==> src/rtl/led_ring_ctrl.sv <==
// Three-button LED ring controller: sync + debounce per button, step/dir/mode state, optional auto-repeat.
// Step latency DEB_CNT+3 edges from raw change; no backpressure (raw button inputs, free-running outputs).
module led_ring_ctrl #(
  parameter int N_LED   = 4,
  parameter int DEB_CNT = 16,
  parameter int RPT_EN  = 1,
  parameter int RPT_DLY = 64,
  parameter int RPT_PER = 16
) (
  input  logic                     clk,
  input  logic                     rstn,
  input  logic                     but_step,
  input  logic                     but_dir,
  input  logic                     but_mode,
  output logic [N_LED-1:0]         led_o,
  output logic [$clog2(N_LED)-1:0] pos_o,
  output logic                     dir_o,
  output logic                     mode_o,
  output logic                     step_o
);

  localparam int PW = $clog2(N_LED);
  localparam int DW = $clog2(DEB_CNT + 1);

  // Channel order in all 3-bit vectors: [0] step, [1] dir, [2] mode.
  logic [2:0]    raw;
  logic [2:0]    sync1_q, sync2_q;
  logic [2:0]    deb_q, deb_d, deb_dly_q;
  logic [DW-1:0] cnt_q [3];
  logic [DW-1:0] cnt_d [3];
  logic [2:0]    press;
  logic          rpt_evt;
  logic          step_evt;
  logic [PW-1:0] pos_q, pos_d;
  logic          dir_q, dir_d;
  logic          mode_q, mode_d;
  logic          step_q;

  assign raw = {but_mode, but_dir, but_step};

  always_ff @(posedge clk or negedge rstn) begin
    if (!rstn) begin
      sync1_q   <= '0;
      sync2_q   <= '0;
      deb_q     <= '0;
      deb_dly_q <= '0;
      for (int c = 0; c < 3; c++) cnt_q[c] <= '0;
    end else begin
      sync1_q   <= raw;
      sync2_q   <= sync1_q;
      deb_q     <= deb_d;
      deb_dly_q <= deb_q;
      for (int c = 0; c < 3; c++) cnt_q[c] <= cnt_d[c];
    end
  end

  // A level change is accepted only after DEB_CNT consecutive mismatching cycles.
  always_comb begin
    deb_d = deb_q;
    for (int c = 0; c < 3; c++) begin
      cnt_d[c] = '0;
      if (sync2_q[c] != deb_q[c]) begin
        if (cnt_q[c] == DW'(DEB_CNT - 1)) deb_d[c] = sync2_q[c];
        else                              cnt_d[c] = cnt_q[c] + 1'b1;
      end
    end
  end

  assign press = deb_q & ~deb_dly_q;

  if (RPT_EN != 0) begin : g_rpt
    localparam int RMAX = (RPT_DLY > RPT_PER) ? RPT_DLY : RPT_PER;
    localparam int RW   = $clog2(RMAX + 1);

    logic [RW-1:0] hold_q, hold_d;
    logic          act_q, act_d;

    // Down-counter reaching zero marks a repeat; reloaded with the period after each one.
    always_comb begin
      hold_d  = hold_q;
      act_d   = act_q;
      rpt_evt = 1'b0;
      if (!deb_q[0]) begin
        hold_d = '0;
        act_d  = 1'b0;
      end else if (press[0]) begin
        hold_d = RW'(RPT_DLY - 1);
        act_d  = 1'b1;
      end else if (act_q) begin
        if (hold_q == '0) begin
          rpt_evt = 1'b1;
          hold_d  = RW'(RPT_PER - 1);
        end else begin
          hold_d = hold_q - 1'b1;
        end
      end
    end

    always_ff @(posedge clk or negedge rstn) begin
      if (!rstn) begin
        hold_q <= '0;
        act_q  <= 1'b0;
      end else begin
        hold_q <= hold_d;
        act_q  <= act_d;
      end
    end
  end else begin : g_no_rpt
    assign rpt_evt = 1'b0;
  end

  // Step uses the current dir_q, so a same-cycle dir press only affects later steps.
  always_comb begin
    step_evt = press[0] | rpt_evt;
    pos_d    = pos_q;
    if (step_evt) begin
      if (!dir_q) pos_d = (pos_q == PW'(N_LED - 1)) ? '0 : pos_q + 1'b1;
      else        pos_d = (pos_q == '0) ? PW'(N_LED - 1) : pos_q - 1'b1;
    end
    dir_d  = dir_q ^ press[1];
    mode_d = mode_q ^ press[2];
  end

  always_ff @(posedge clk or negedge rstn) begin
    if (!rstn) begin
      pos_q  <= '0;
      dir_q  <= 1'b0;
      mode_q <= 1'b0;
      step_q <= 1'b0;
    end else begin
      pos_q  <= pos_d;
      dir_q  <= dir_d;
      mode_q <= mode_d;
      step_q <= step_evt;
    end
  end

  always_comb begin
    led_o = '0;
    for (int i = 0; i < N_LED; i++) begin
      led_o[i] = mode_q ? (i <= int'(pos_q)) : (i == int'(pos_q));
    end
  end

  assign pos_o  = pos_q;
  assign dir_o  = dir_q;
  assign mode_o = mode_q;
  assign step_o = step_q;

endmodule
==> config.mk <==
export PLATFORM = sky130hd
export DESIGN_NAME = led_ring_ctrl
export DESIGN_NICKNAME = d
export VERILOG_FILES = /design/src/rtl/led_ring_ctrl.sv
export SDC_FILE = /design/constraint.sdc
export NUM_CORES = 1
export LEC_CHECK = 0
export CORE_MARGIN = 4
export CORE_UTILIZATION = 60
export CTS_CLUSTER_SIZE = 28
export DETAILED_ROUTE_END_ITERATION = 12
export PLACE_DENSITY = 0.82
export SYNTH_ARGS = -nofsm -noshare
export SYNTH_HDL_FRONTEND = slang
export SYNTH_SLANG_ARGS = --single-unit
==> constraint.sdc <==
create_clock -name clk -period 3.07 [get_ports clk]
set_input_delay 0.614 -clock clk [delete_from_list [all_inputs] [get_ports clk]]
set_output_delay 0.614 -clock clk [all_outputs]
set_load 0.005 [all_outputs]
==> results.toml <==
[status]
status = "finished clean"

[setup_path]
slowest_stage = "clkdlybuf4s50_1"
path_depth = 4
arrival_ns = 1.82
path_class = "flop to output pin"
crit_path_max_incr_delay_ns = 0.44
start_kind = "flop"
worstRegToRegCells = 3
worst-path-max-fanout = 4
end_kind = "output pin"
crit_chain = "inv_1 -> ha_1 -> or2_2 -> clkdlybuf4s50_1"
worstPathRequired_ns = 2.46
crit_family = "buffers and inverters"
critPathBufInv = 2

[clocking]
cts_htree_levels = 2
cts_buffers = 5
clk_latency_ns = 0.34
cts_root_buf = "clkbuf_4"
cts_buffer_depth = 2
cts-resized-gates = 0
cts_tree = "done"
postCtsHoldBufs = 0
cts.clk_slew.worst_paths_ns = 0.12
clock-sinks = 40
post_cts_buffers = 0

[timing]
finalSetupViolCount = 0
setup_ws_ns = 0.6404
final.period_utilization_pct = 79.14
timing.setup.tns_ns = 0
drv_slew = 0
fmax_mhz = 411.6
maxSlewHeadroom_pct = 44.01
min_period_ns = 2.430
finalHoldViolCount = 0
rsz0062_at_grt = "false"
clock_skew_ns = 0.008151
tightest_slew_ns = 0.8399

[layout]
final_util_pct = 70.78
fin_area_sq_um = 1952
area_growth_syn_to_layout_pct = 12.15
seq_area_sq_um = 1001
drive_above_1_share_pct = 7.692
finalNetCount = 181
multi_input_area_sq_um = 686.9
layout_common_cells = "dfrtp_1, nor2_1, clkdlybuf4s50_1"
final_common_cell = "dfrtp_1"
diodes = 0
nFillCells = 205

[routing]
postRouteAntennaNets = 0
vias = 1163
routed_via_density = 5.815
dr.pass1.iters = 4
routedWlPerCell_um = 13.45
drt_iter0_drc = 77
route.detailed.drc = 0
wirelength_mm = 2.690

[grt]
grt_pass1_vias = 1126
grt.overflow.total = 0
grt_use_total_pct = 17.36
grt_max_degree = 41
grt_pass1_wl_mm = 4.747
antenna_found_initial = 0

[yosys]
syn-cell-area_sq_um = 1740
syn_nets = 164
seq_area_frac_synth_pct = 57.51
synth_edf_count = 0
ys_types = 33
synthFlopType = "dfrtp_1"
synthArstFlopShare_pct = 100.0
avgSynthCellArea_sq_um = 11.53
ys_ff_latch = 40
synthesis.instances = 151
ys_warn_count = 0

[floorplan]
die-area_sq_um = 3827
rows = 19
die_w_um = 61.86
pin_count = 14
start_util_pct = 63.11
fp.dieH_um = 61.86
core-area_sq_um = 2758

[job]
max_cap_violations = 0

[place]
place_area_sq_um = 1886
place_congestion = 0.8300
dp_hpwl_mm = 1.951
port-buffer-count = 13
place_ws_ns = 1.024

[pwr]
peakVddDrop_mv = 0.4441
power.total_uw = 874.1
p_leak_nw = 0.9364
power_density_nw_per_um2 = 447.8

[worst_hold_path]
worst_hold_path_type = "primary input to asynchronous set/reset pin"
final timing paths:
check	endpoint	startpoint	slack [ns]
min in group clk	sync2_q[1]	sync1_q[1]	0.37
max reg2reg	g_rpt.hold_q[6]	g_rpt.hold_q[3]	1.31
min reg2reg	sync2_q[1]	sync1_q[1]	0.37
max in group asynchronous	sync2_q[0]	rstn	2.18
min	g_rpt.hold_q[3]	rstn	0.36
max	led_o[0]	pos_o[0]	0.64
final cells by class:
cell class	instances	area share (%)
Tap cell	31	1.987
Clock buffer	6	2.628
Timing Repair Buffer	13	6.410
Clock inverter	2	0.7692
Sequential cell	40	51.28
Inverter	9	1.731
Multi-Input combinational cell	99	35.19
state kept, by name, summed over array words and instances (netlist names):
| name | count |
|---|---|
| cnt_q | 15 |
| deb_dly_q | 3 |
| deb_q | 3 |
| dir_o | 1 |
| g_rpt.act_q | 1 |
| g_rpt.hold_q | 7 |
| mode_o | 1 |
| pos_o | 2 |
| step_o | 1 |
| sync1_q | 3 |
| sync2_q | 3 |
where the power goes:
group / internal, mW / switching, mW / total (mW)
Combinational: 0.0184 / 0.0228 / 0.0412
Sequential: 0.541 / 0.0102 / 0.552
Clock: 0.111 / 0.170 / 0.281
Total: 0.671 / 0.203 / 0.874
per-layer routing:
metal | wire length, um | global-route usage (%) | vias to the layer above
li1 | - | - | 557
met1 | 1096 | 19.33 | 565
met2 | 1400 | 30.04 | 30
met3 | 133 | 6.818 | 11
met4 | 59 | 6.364 | 0
met5 | 0 | 0 | -
Yosys cell counts, types with 2 or more instances:
master | count | area [sq um]
nand3_1 | 8 | 40.04
and2_1 | 5 | 31.28
clkbuf_1 | 2 | 7.510
o21ai_0 | 8 | 40.04
mux2_2 | 3 | 33.78
ha_1 | 8 | 100.1
a22o_1 | 2 | 17.52
a21boi_0 | 2 | 15.01
nand2b_1 | 3 | 18.77
and3_1 | 3 | 18.77
nor2_1 | 13 | 48.80
nand2_1 | 7 | 26.28
nor2b_1 | 2 | 12.51
xnor2_1 | 3 | 26.28
or4_1 | 2 | 15.01
mux2i_1 | 4 | 40.04
inv_1 | 9 | 33.78
o31ai_1 | 3 | 22.52
a31oi_1 | 2 | 12.51
nor3_1 | 2 | 10.01
xor2_1 | 9 | 78.83
dfrtp_1 | 40 | 1001
per-stage QoR:
stage	hold slack, ns	instances
after floorplan	0.3184	151
after global placement	0.3334	192
after detailed placement	0.3405	192
after CTS	0.3682	200
after global routing	0.3759	200
final	0.3592	200
cell families (layout without fill, tap and decap cells):
logic type | after synthesis | after routing | synth area share, %
compound gates | 23 | 23 | 9.130
xor+xnor | 12 | 12 | 6.039
fa+ha+maj | 8 | 8 | 5.751
buf+inv | 12 | 30 | 3.019
flops | 40 | 40 | 57.51
mux | 7 | 7 | 4.242
simple gates | 49 | 49 | 14.31
No activity file was read; power rests on OpenSTA's default activity.
